File: src/rtl/seven_seg_rx_pkg.sv
// Shared definitions for the seven-segment link receiver: glyph table,
// receiver FSM states and the default strobe period.
package seven_seg_rx_pkg;

    // Nominal strobe period of the multiplexed link, in clk cycles.
    localparam int FREQ_DEFAULT = 40000;

    // Segment patterns {g,f,e,d,c,b,a} for hex digits 0..F, index = nibble.
    localparam logic [6:0] GLYPH_TABLE [0:15] = '{
        7'h3F, 7'h06, 7'h5B, 7'h4F, 7'h66, 7'h6D, 7'h7D, 7'h07,
        7'h7F, 7'h6F, 7'h77, 7'h7C, 7'h39, 7'h5E, 7'h79, 7'h71
    };

    // Which digit the next accepted strobe carries.
    typedef enum logic {
        WAIT_HI = 1'b0,
        WAIT_LO = 1'b1
    } rx_state_t;

endpackage

File: src/rtl/seven_seg_rx_if.sv
// Frame output bundle of the receiver: reassembled patterns, decoded
// nibbles, valid/ready handshake and link status flags.
interface seven_seg_rx_if;
    import seven_seg_rx_pkg::*;

    logic [13:0] both7seg;
    logic [3:0]  hi_nib;
    logic [3:0]  lo_nib;
    logic        hi_ok;
    logic        lo_ok;
    logic        out_valid;
    logic        out_ready;
    logic        overrun;
    logic        link_lost;

    // Receiver side drives the frame, consumer returns ready.
    modport master (
        output both7seg, hi_nib, lo_nib, hi_ok, lo_ok,
        output out_valid, overrun, link_lost,
        input  out_ready
    );

    modport slave (
        input  both7seg, hi_nib, lo_nib, hi_ok, lo_ok,
        input  out_valid, overrun, link_lost,
        output out_ready
    );
endinterface

File: src/rtl/seven_seg_rx_seg7_to_hex.sv
// Combinational glyph decoder: a 7-bit segment pattern to a hex nibble,
// with ok=0 and nibble 0 for anything that is not a hex glyph.
module seg7_to_hex
    import seven_seg_rx_pkg::*;
(
    input  logic [6:0] pat_i,
    output logic [3:0] nib_o,
    output logic       ok_o
);

    // Table search; at most one entry can match since glyphs are distinct.
    always_comb begin
        nib_o = 4'h0;
        ok_o  = 1'b0;
        for (int i = 0; i < 16; i++) begin
            if (pat_i == GLYPH_TABLE[i]) begin
                nib_o = 4'(i);
                ok_o  = 1'b1;
            end
        end
    end

endmodule

File: src/rtl/seven_seg_rx.sv
// Receiver for a two-digit multiplexed seven-segment link: captures the hi
// and lo digit on successive sig rising edges, decodes both and presents the
// frame through a valid/ready handshake, with overrun and link-loss status.
module seven_seg_rx
    import seven_seg_rx_pkg::*;
#(
    parameter int FREQ    = FREQ_DEFAULT,
    parameter int TIMEOUT = 3 * FREQ
) (
    input  logic       clk,
    input  logic       rst,
    input  logic [6:0] seg_in,
    input  logic       sig,
    seven_seg_rx_if.master bus
);

    localparam int             CW        = $clog2(TIMEOUT + 1);
    localparam logic [CW-1:0]  TIMEOUT_C = CW'(TIMEOUT);

    logic            sig_q;
    rx_state_t       state_q;
    logic [6:0]      hi_pat_q;
    logic [CW-1:0]   idle_q;
    logic [CW-1:0]   idle_d;
    logic [13:0]     both7seg_q;
    logic [3:0]      hi_nib_q;
    logic [3:0]      lo_nib_q;
    logic            hi_ok_q;
    logic            lo_ok_q;
    logic            out_valid_q;
    logic            overrun_q;

    logic            strobe;
    logic            lost;
    rx_state_t       cur_state;
    logic            complete;
    logic [3:0]      hi_nib_dec;
    logic [3:0]      lo_nib_dec;
    logic            hi_ok_dec;
    logic            lo_ok_dec;

    // A held-high sig counts once; link loss overrides the stored state so a
    // strobe arriving while lost is always taken as a hi digit.
    assign strobe    = sig & ~sig_q;
    assign lost      = (idle_q == TIMEOUT_C);
    assign cur_state = lost ? WAIT_HI : state_q;
    assign complete  = strobe && (cur_state == WAIT_LO);

    // Hi digit decodes from the stored pattern, lo digit straight off the bus
    // so both are ready to be registered in the completion cycle.
    seg7_to_hex u_dec_hi (
        .pat_i (hi_pat_q),
        .nib_o (hi_nib_dec),
        .ok_o  (hi_ok_dec)
    );

    seg7_to_hex u_dec_lo (
        .pat_i (seg_in),
        .nib_o (lo_nib_dec),
        .ok_o  (lo_ok_dec)
    );

    // Idle counter next value: cleared by a strobe, otherwise saturating.
    always_comb begin
        idle_d = idle_q;
        if (strobe)
            idle_d = '0;
        else if (!lost)
            idle_d = idle_q + 1'b1;
    end

    // Idle counter register.
    always_ff @(posedge clk) begin
        if (rst)
            idle_q <= '0;
        else
            idle_q <= idle_d;
    end

    // Digit-capture FSM with registered frame outputs and handshake.
    always_ff @(posedge clk) begin
        if (rst) begin
            sig_q       <= 1'b0;
            state_q     <= WAIT_HI;
            hi_pat_q    <= '0;
            both7seg_q  <= '0;
            hi_nib_q    <= '0;
            lo_nib_q    <= '0;
            hi_ok_q     <= 1'b0;
            lo_ok_q     <= 1'b0;
            out_valid_q <= 1'b0;
            overrun_q   <= 1'b0;
        end else begin
            sig_q     <= sig;
            overrun_q <= 1'b0;
            if (strobe) begin
                case (cur_state)
                    WAIT_HI: begin
                        hi_pat_q <= seg_in;
                        state_q  <= WAIT_LO;
                    end
                    WAIT_LO: begin
                        both7seg_q  <= {hi_pat_q, seg_in};
                        hi_nib_q    <= hi_nib_dec;
                        lo_nib_q    <= lo_nib_dec;
                        hi_ok_q     <= hi_ok_dec;
                        lo_ok_q     <= lo_ok_dec;
                        out_valid_q <= 1'b1;
                        overrun_q   <= out_valid_q & ~bus.out_ready;
                        state_q     <= WAIT_HI;
                    end
                    default: state_q <= WAIT_HI;
                endcase
            end else if (lost) begin
                state_q  <= WAIT_HI;
                hi_pat_q <= '0;
            end
            if (!complete && out_valid_q && bus.out_ready)
                out_valid_q <= 1'b0;
        end
    end

    assign bus.both7seg  = both7seg_q;
    assign bus.hi_nib    = hi_nib_q;
    assign bus.lo_nib    = lo_nib_q;
    assign bus.hi_ok     = hi_ok_q;
    assign bus.lo_ok     = lo_ok_q;
    assign bus.out_valid = out_valid_q;
    assign bus.overrun   = overrun_q;
    assign bus.link_lost = lost;

endmodule

File: src/flat_wrapper.sv
// flat-port wrapper written by rule: the top's interface ports become plain ports
module seven_seg_rx_flat import seven_seg_rx_pkg::*;
#(
    parameter int FREQ    = FREQ_DEFAULT,
    parameter int TIMEOUT = 3 * FREQ
)
  (clk, rst, seg_in, sig, bus_both7seg, bus_hi_nib, bus_lo_nib, bus_hi_ok, bus_lo_ok, bus_out_valid, bus_overrun, bus_link_lost, bus_out_ready);
  seven_seg_rx_if bus_i ();
  input  logic clk;
  input  logic rst;
  input  logic [6:0] seg_in;
  input  logic sig;
  output wire logic [$bits(bus_i.both7seg)-1:0] bus_both7seg;
  output wire logic [$bits(bus_i.hi_nib)-1:0] bus_hi_nib;
  output wire logic [$bits(bus_i.lo_nib)-1:0] bus_lo_nib;
  output wire logic [$bits(bus_i.hi_ok)-1:0] bus_hi_ok;
  output wire logic [$bits(bus_i.lo_ok)-1:0] bus_lo_ok;
  output wire logic [$bits(bus_i.out_valid)-1:0] bus_out_valid;
  output wire logic [$bits(bus_i.overrun)-1:0] bus_overrun;
  output wire logic [$bits(bus_i.link_lost)-1:0] bus_link_lost;
  input wire logic [$bits(bus_i.out_ready)-1:0] bus_out_ready;
  assign bus_both7seg = bus_i.both7seg;
  assign bus_hi_nib = bus_i.hi_nib;
  assign bus_lo_nib = bus_i.lo_nib;
  assign bus_hi_ok = bus_i.hi_ok;
  assign bus_lo_ok = bus_i.lo_ok;
  assign bus_out_valid = bus_i.out_valid;
  assign bus_overrun = bus_i.overrun;
  assign bus_link_lost = bus_i.link_lost;
  assign bus_i.out_ready = bus_out_ready;
  seven_seg_rx #(.FREQ(FREQ), .TIMEOUT(TIMEOUT)) u_core (.clk(clk), .rst(rst), .seg_in(seg_in), .sig(sig), .bus(bus_i));
endmodule
File: config.mk
export PLATFORM = sky130hd
export DESIGN_NAME = seven_seg_rx_flat
export DESIGN_NICKNAME = d
export VERILOG_FILES = /design/src/rtl/seven_seg_rx_pkg.sv /design/src/rtl/seven_seg_rx_if.sv /design/src/rtl/seven_seg_rx_seg7_to_hex.sv /design/src/rtl/seven_seg_rx.sv /design/src/flat_wrapper.sv
export SDC_FILE = /design/constraint.sdc
export NUM_CORES = 1
export LEC_CHECK = 0
export CAP_MARGIN = 10
export CORE_MARGIN = 4
export CORE_UTILIZATION = 65
export DETAILED_ROUTE_END_ITERATION = 8
export DONT_BUFFER_PORTS = 1
export PLACE_DENSITY = 0.86
export REMOVE_ABC_BUFFERS = 1
export SYNTH_ARGS = -nofsm -noshare
export SYNTH_HDL_FRONTEND = slang
export SYNTH_SLANG_ARGS = --single-unit
File: constraint.sdc
create_clock -name clk -period 6.4 [get_ports clk]
set_clock_uncertainty 0.15 [all_clocks]
set_input_delay 0.64 -clock clk [delete_from_list [all_inputs] [get_ports clk]]
set_output_delay 0.64 -clock clk [all_outputs]
set_load 0.02 [all_outputs]
Yosys cells after proc, flatten, opt, wreduce, memory -nomap -nowiden
Index checks and enable logic that the tools add are counted.
{"block": "op_classes", "n_mux": 68, "eq_ne": 34, "add_sub_neg": 1, "n_bitwise": 6, "n_reduce_logical": 10}
{"cell": "$eq 7x7->1 const B", "count": 24}
{"cell": "$mux 4", "count": 28}
{"cell": "$mux 1", "count": 36}
{"cell": "$eq 7x3->1 const B", "count": 4}
{"cell": "$eq 7x6->1 const B", "count": 4}
{"cell": "$mux 7", "count": 3}
{"cell": "$add 17x1->17 const B", "count": 1}
{"cell": "$eq 17x17->1 const B", "count": 1}
{"cell": "$not 1->1", "count": 4}
{"cell": "$reduce_and 2->1", "count": 2}
{"cell": "$reduce_or 2->1", "count": 2}
{"cell": "$logic_and 1x1->1", "count": 3}
{"cell": "$reduce_or 3->1", "count": 1}
{"cell": "$and 1x1->1", "count": 2}
{"cell": "$ne 2x2->1 const B", "count": 1}
{"cell": "$pmux 1 s2", "count": 1}
{"cell": "$reduce_bool 2->1", "count": 1}
{"cell": "$logic_not 1->1", "count": 1}
{"block": "word_totals", "elab_cells": 130, "ff_bits": 52, "inputBits": 11}

Depth between registers and ports, before layout
{"block": "depth", "depth_word": 17, "ltp_mapped": 11}

Cells and area by module
From an unflattened synthesis, not the netlist that was laid out.
{"block": "hier_totals", "cells_unflattened": 325, "hier_area_um2": 2876.5}
{"mod": "seven_seg_rx", "cells_per_inst": 219, "instances": 1, "area_per_inst_um2": 2140.8}
{"mod": "seg7_to_hex", "cells_per_inst": 53, "instances": 2, "area_per_inst_um2": 367.9}

Worst setup path after synthesis
Ideal clock, no wire load.
{"block": "synth_path", "path_type": "register to register", "start": "register u_core.idle_q[0]", "end": "register u_core.both7seg_q[0] (netlist: u_core.bus.both7seg[0])", "stages_incl_launch_ff": 11, "t_arrival_ps": 2052, "setup_ps": 128, "n_path_buf": 2, "path_slack_ps": 4070, "synth_period_minus_slack_ps": 2330, "required_ps": 6122, "path_cell_list": "dfxtp_1 -> inv_1 -> ha_1 -> nor3b_1 -> nand4_2 -> and2_1 -> ha_1 -> clkbuf_1 -> clkbuf_1 -> mux2i_1 -> nor2_1"}
{"block": "synth_between", "elab_chain_len": 3}
{"item": "from (decl)", "line_no": "seven_seg_rx.sv:23", "source": "logic [CW-1:0] idle_q;"}
{"item": "from (signal assigned)", "line_no": "seven_seg_rx.sv:77", "source": "idle_q <= idle_d;"}
{"item": "$eq 17x17->1", "line_no": "seven_seg_rx.sv:45", "source": "assign lost = (idle_q == TIMEOUT_C);"}
{"item": "$mux 1", "line_no": "seven_seg_rx.sv:46", "source": "assign cur_state = lost ? WAIT_HI : state_q;"}
{"item": "$reduce_and 2->1 (no source line)"}
{"item": "to (signal assigned)", "line_no": "seven_seg_rx.sv:103", "source": "both7seg_q <= {hi_pat_q, seg_in};"}
{"item": "to (decl)", "line_no": "seven_seg_rx.sv:25", "source": "logic [13:0] both7seg_q;"}
Every way passes these cells.
A chain may end at the register's enable or synchronous reset.

Worst setup path after layout
{"block": "layout_path", "start": "register u_core.idle_q[0]", "end": "register u_core.hi_ok_q (netlist: u_core.bus.hi_ok)"}
{"block": "layout_between", "elab_chain_len": 3}
{"item": "$eq 17x17->1", "line_no": "seven_seg_rx.sv:45"}
{"item": "$mux 1", "line_no": "seven_seg_rx.sv:46"}
{"item": "$reduce_and 2->1 (no source line)"}
{"item": "to (signal assigned)", "line_no": "seven_seg_rx.sv:106", "source": "hi_ok_q <= hi_ok_dec;"}
{"item": "to (decl)", "line_no": "seven_seg_rx.sv:28", "source": "logic hi_ok_q;"}
Every way passes these cells.

==> summary.md <==
| Metric | Value |
|---|---|
| CP Max Fanout | 18 |
| CTS resizes | 0 |
| Clock Tree Buf Depth | 2 |
| Final Max Slew Viols | 0 |
| CTS root buf | clkbuf_8 |
| Largest family of logic cells by synthesized area | simple AND/OR/NAND/NOR gates |
| H-tree depth | 2 |
| CP Launch Type | flip-flop |
| Design internal power | 438 uW |
| Crit path DAT | 2.99 ns |
| Initial antenna violation count | 0 |
| Critical Path Sink Type | flip-flop |
| Die area | 0.00518 sq mm |
| Slowest stage cell on the critical path | ha_1 |
| Compound-Gate Fraction of Synth Area | 0.141 |
| Area share of xor/xnor cells in the synthesized design | 0.0593 |
| Status | completed |
| Comb power frac | 0.086 |
| Part of the power in registers | 0.595 |
| Leading cell type in the layout, fill and taps excluded | dfxtp_1 |
| DRT Pass-1 Iters | 4 |
| Max incr delay on CP | 0.53 ns |
| Placer congestion estimate | 0.928 |
| Port Buffers | 0 |
| Share of layout cells above drive strength 1 | 0.0456 |
| Post-synth EDFFs | 0 |
| Detailed Place HPWL | 3610 um |
| Mux contribution to synthesized area | 0.0565 |
| CORE AREA | 0.00380 sq mm |
| Most frequent cells in the layout | dfxtp_1 (52), nor2_1 (50), nand2_1 (19) |
| Unrepaired setup endpoints after global routing | false |
| Yosys warns | 0 |
| DR vias/cell | 6.18 |
| # IOs | 38 |
| Final min period | 2.96 ns |
| Crit path required time | 6.43 ns |
| Actual slew at the worst max-slew pin | 0.610 ns |
| #FFs+latches synth | 52 |
| Slew Limit Headroom | 0.593 |
| Syn-to-layout area delta | 2.50% |
| Adder-cell share of the synthesized area | 0.0179 |
| Net Sw Frac | 0.272 |
| Post-Syn Area | 0.00266 sq mm |
| 1st-iter DRT viols | 94 |
| Design area | 0.00272 sq mm |
| Vias in the first global route | 2010 |
| Post-synthesis simple-gate area fraction | 0.280 |
| Synth unique cells | 48 |
| Most used cell, CP | ha_1 |
| Tcrit/Tclk final | 0.463 |
| Area post-placement | 0.00263 sq mm |
| Worst-path clk slew | 0.10 ns |
| Final WL | 5290 um |
| Lkg Pwr | 0.000909 uW |
| Remaining global-route overflow | 0 |
| # rows | 22 |
| CTS Sinks | 52 |
| Worst hold path class | in -> reg |
| Power per cell area | 221 mW/mm^2 |
| Max Cap Violations | 0 |
| CP Class | reg -> reg |
| First-pass GRT wire length | 8830 um |
| Gr usage total | 0.206 |
| Maximum vdd drop | 0.000135 V |
| Post-DRT Antenna Nets | 0 |
| Seq/Total Area, Yosys | 0.392 |
| Clk pwr share | 0.319 |
| Average size of a mapped cell | 8.25 sq um |
| Clock Latency Late Sink | 0.31 ns |
| Most used flip-flop cell after synthesis | dfxtp_1 |
| DR vias | 2195 |
| Cts hold-fix bufs | 0 |
| WL/cell | 14.9 um |
| CP cell instances | inv_1 > ha_1 > nor3b_1 > nand4_2 > and2_1 > ha_1 > buf_4 > o221a_2 > a21boi_0 > a311oi_1 |
| Postcts setup bufs | 0 |
| Nets | 320 |
| CTS tree | built |
| # diodes | 0 |
| Hold Vio Cnt, Final | 0 |
| Setup total negative slack | 0 ns |
| Initial core utilization | 0.700 |
| Largest net degree at the start of global routing | 44 |
| Die W | 71.9 um |
| Share of flip-flops with an asynchronous set or reset | 0 |
| Setup Viol. Count Final | 0 |
| Die H | 71.9 um |
| Peak Freq | 337 MHz |
| Net Switching | 164 uW |
| Total CTS buffers | 5 |
| Residual DRC count | 0 |
| Cells after Synth | 322 |
-- cell usage after synthesis, drive strengths merged, types with 3 or more instances --
library cell  instances  area [sq um]
a211oi                3          22.5
a21o                  3          22.5
a21oi                 8          40.0
a311oi                5          43.8
a31oi                 4          25.0
and3                  4          25.0
buf                   4          20.0
clkbuf               20          75.1
dfxtp                52          1040
ha                    3          37.5
inv                  13          48.8
mux2i                15           150
nand2                19          71.3
nand2b               12          75.1
nand3                11          55.1
nand4                11          81.3
nor2                 50           188
nor2b                 3          18.8
nor3                  8          40.0
nor4                  7          50.1
nor4b                 3          26.3
o211ai                3          22.5
o21ai                10          50.1
o32ai                 8          70.1
xnor2                 7          61.3
xor2                 11          96.3
-- worst max-delay path, delay by kind of cell (launching register included) --
kind | cells | cell delay [ns]
adder cells (fa/ha/maj) | 2 | 0.73
AO/OA/AOI/OAI | 3 | 0.61
AND/OR/NAND/NOR | 3 | 0.48
buffers and inverters | 2 | 0.45
flip-flops | 1 | 0.42
-- cells by family (layout without fill, tap and decap cells) --
kind of cell / count (synthesis) / count (layout)
AO/OA/AOI/OAI: 53 / 53
XOR/XNOR: 18 / 18
adder cells (fa/ha/maj): 4 / 4
buffers and inverters: 37 / 22
flip-flops: 52 / 52
multiplexers: 15 / 15
AND/OR/NAND/NOR: 143 / 143
-- state kept, by name (all words and copies together), names as in the netlist, 4 cells and up --
name                 count
u_core.idle_q           17
u_core.bus.both7seg     14
u_core.hi_pat_q          7
u_core.bus.hi_nib        4
u_core.bus.lo_nib        4
-- metal layers --
| layer | GRT usage | vias to the layer above | part of all wire |
|---|---|---|---|
| li1 | - | 1109 | - |
| met1 | 0.262 | 1006 | 0.47 |
| met2 | 0.340 | 69 | 0.45 |
| met3 | 0.0554 | 11 | 0.069 |
| met4 | 0.0626 | 0 | 0.011 |
| met5 | 0 | - | 0 |
-- final cells by class --
class                           count  area, sq um
Tap cell                           48         60.1
Sequential cell                    52         1040
Clock inverter                      3         25.0
Timing Repair Buffer                1         7.51
Clock buffer                        5         68.8
Fill cell                         297         1070
Inverter                           13         48.8
Multi-Input combinational cell    233         1470
-- final timing paths --
check                                  to        startpoint  slack (ns)  depth (start not counted)
setup reg to reg         u_core.bus.hi_ok  u_core.idle_q[0]        3.44                         10
hold / removal    u_core.bus.both7seg[10]               rst        0.24                          1
hold reg to reg          u_core.idle_q[5]  u_core.idle_q[5]        0.41                          2
setup / recovery         u_core.bus.hi_ok  u_core.idle_q[0]        3.44                         10
-- power by group through the flow --
stage | Clock [uW] | Combinational (uW) | Sequential, uW
after detailed placement | 0 | 51.4 | 366
after floorplan | 0 | 43.3 | 361
after CTS | 198 | 51.9 | 358
after global routing | 210 | 58.1 | 361
final | 192 | 51.7 | 359
after global placement | 0 | 49.5 | 366
-- metrics by stage --
stage	hold slack, ns	total power, uW	instances	util	worst slack, ns
final	0.240	603	355	0.717	3.44
after global routing	0.220	629	355	0.717	3.23
after CTS	0.230	608	355	0.717	3.42
after detailed placement	0.395	417	347	0.692	3.45
after global placement	0.388	415	347	0.692	3.59
after floorplan	0.357	404	298	-	3.55
Power figures use the tool's default switching activity.
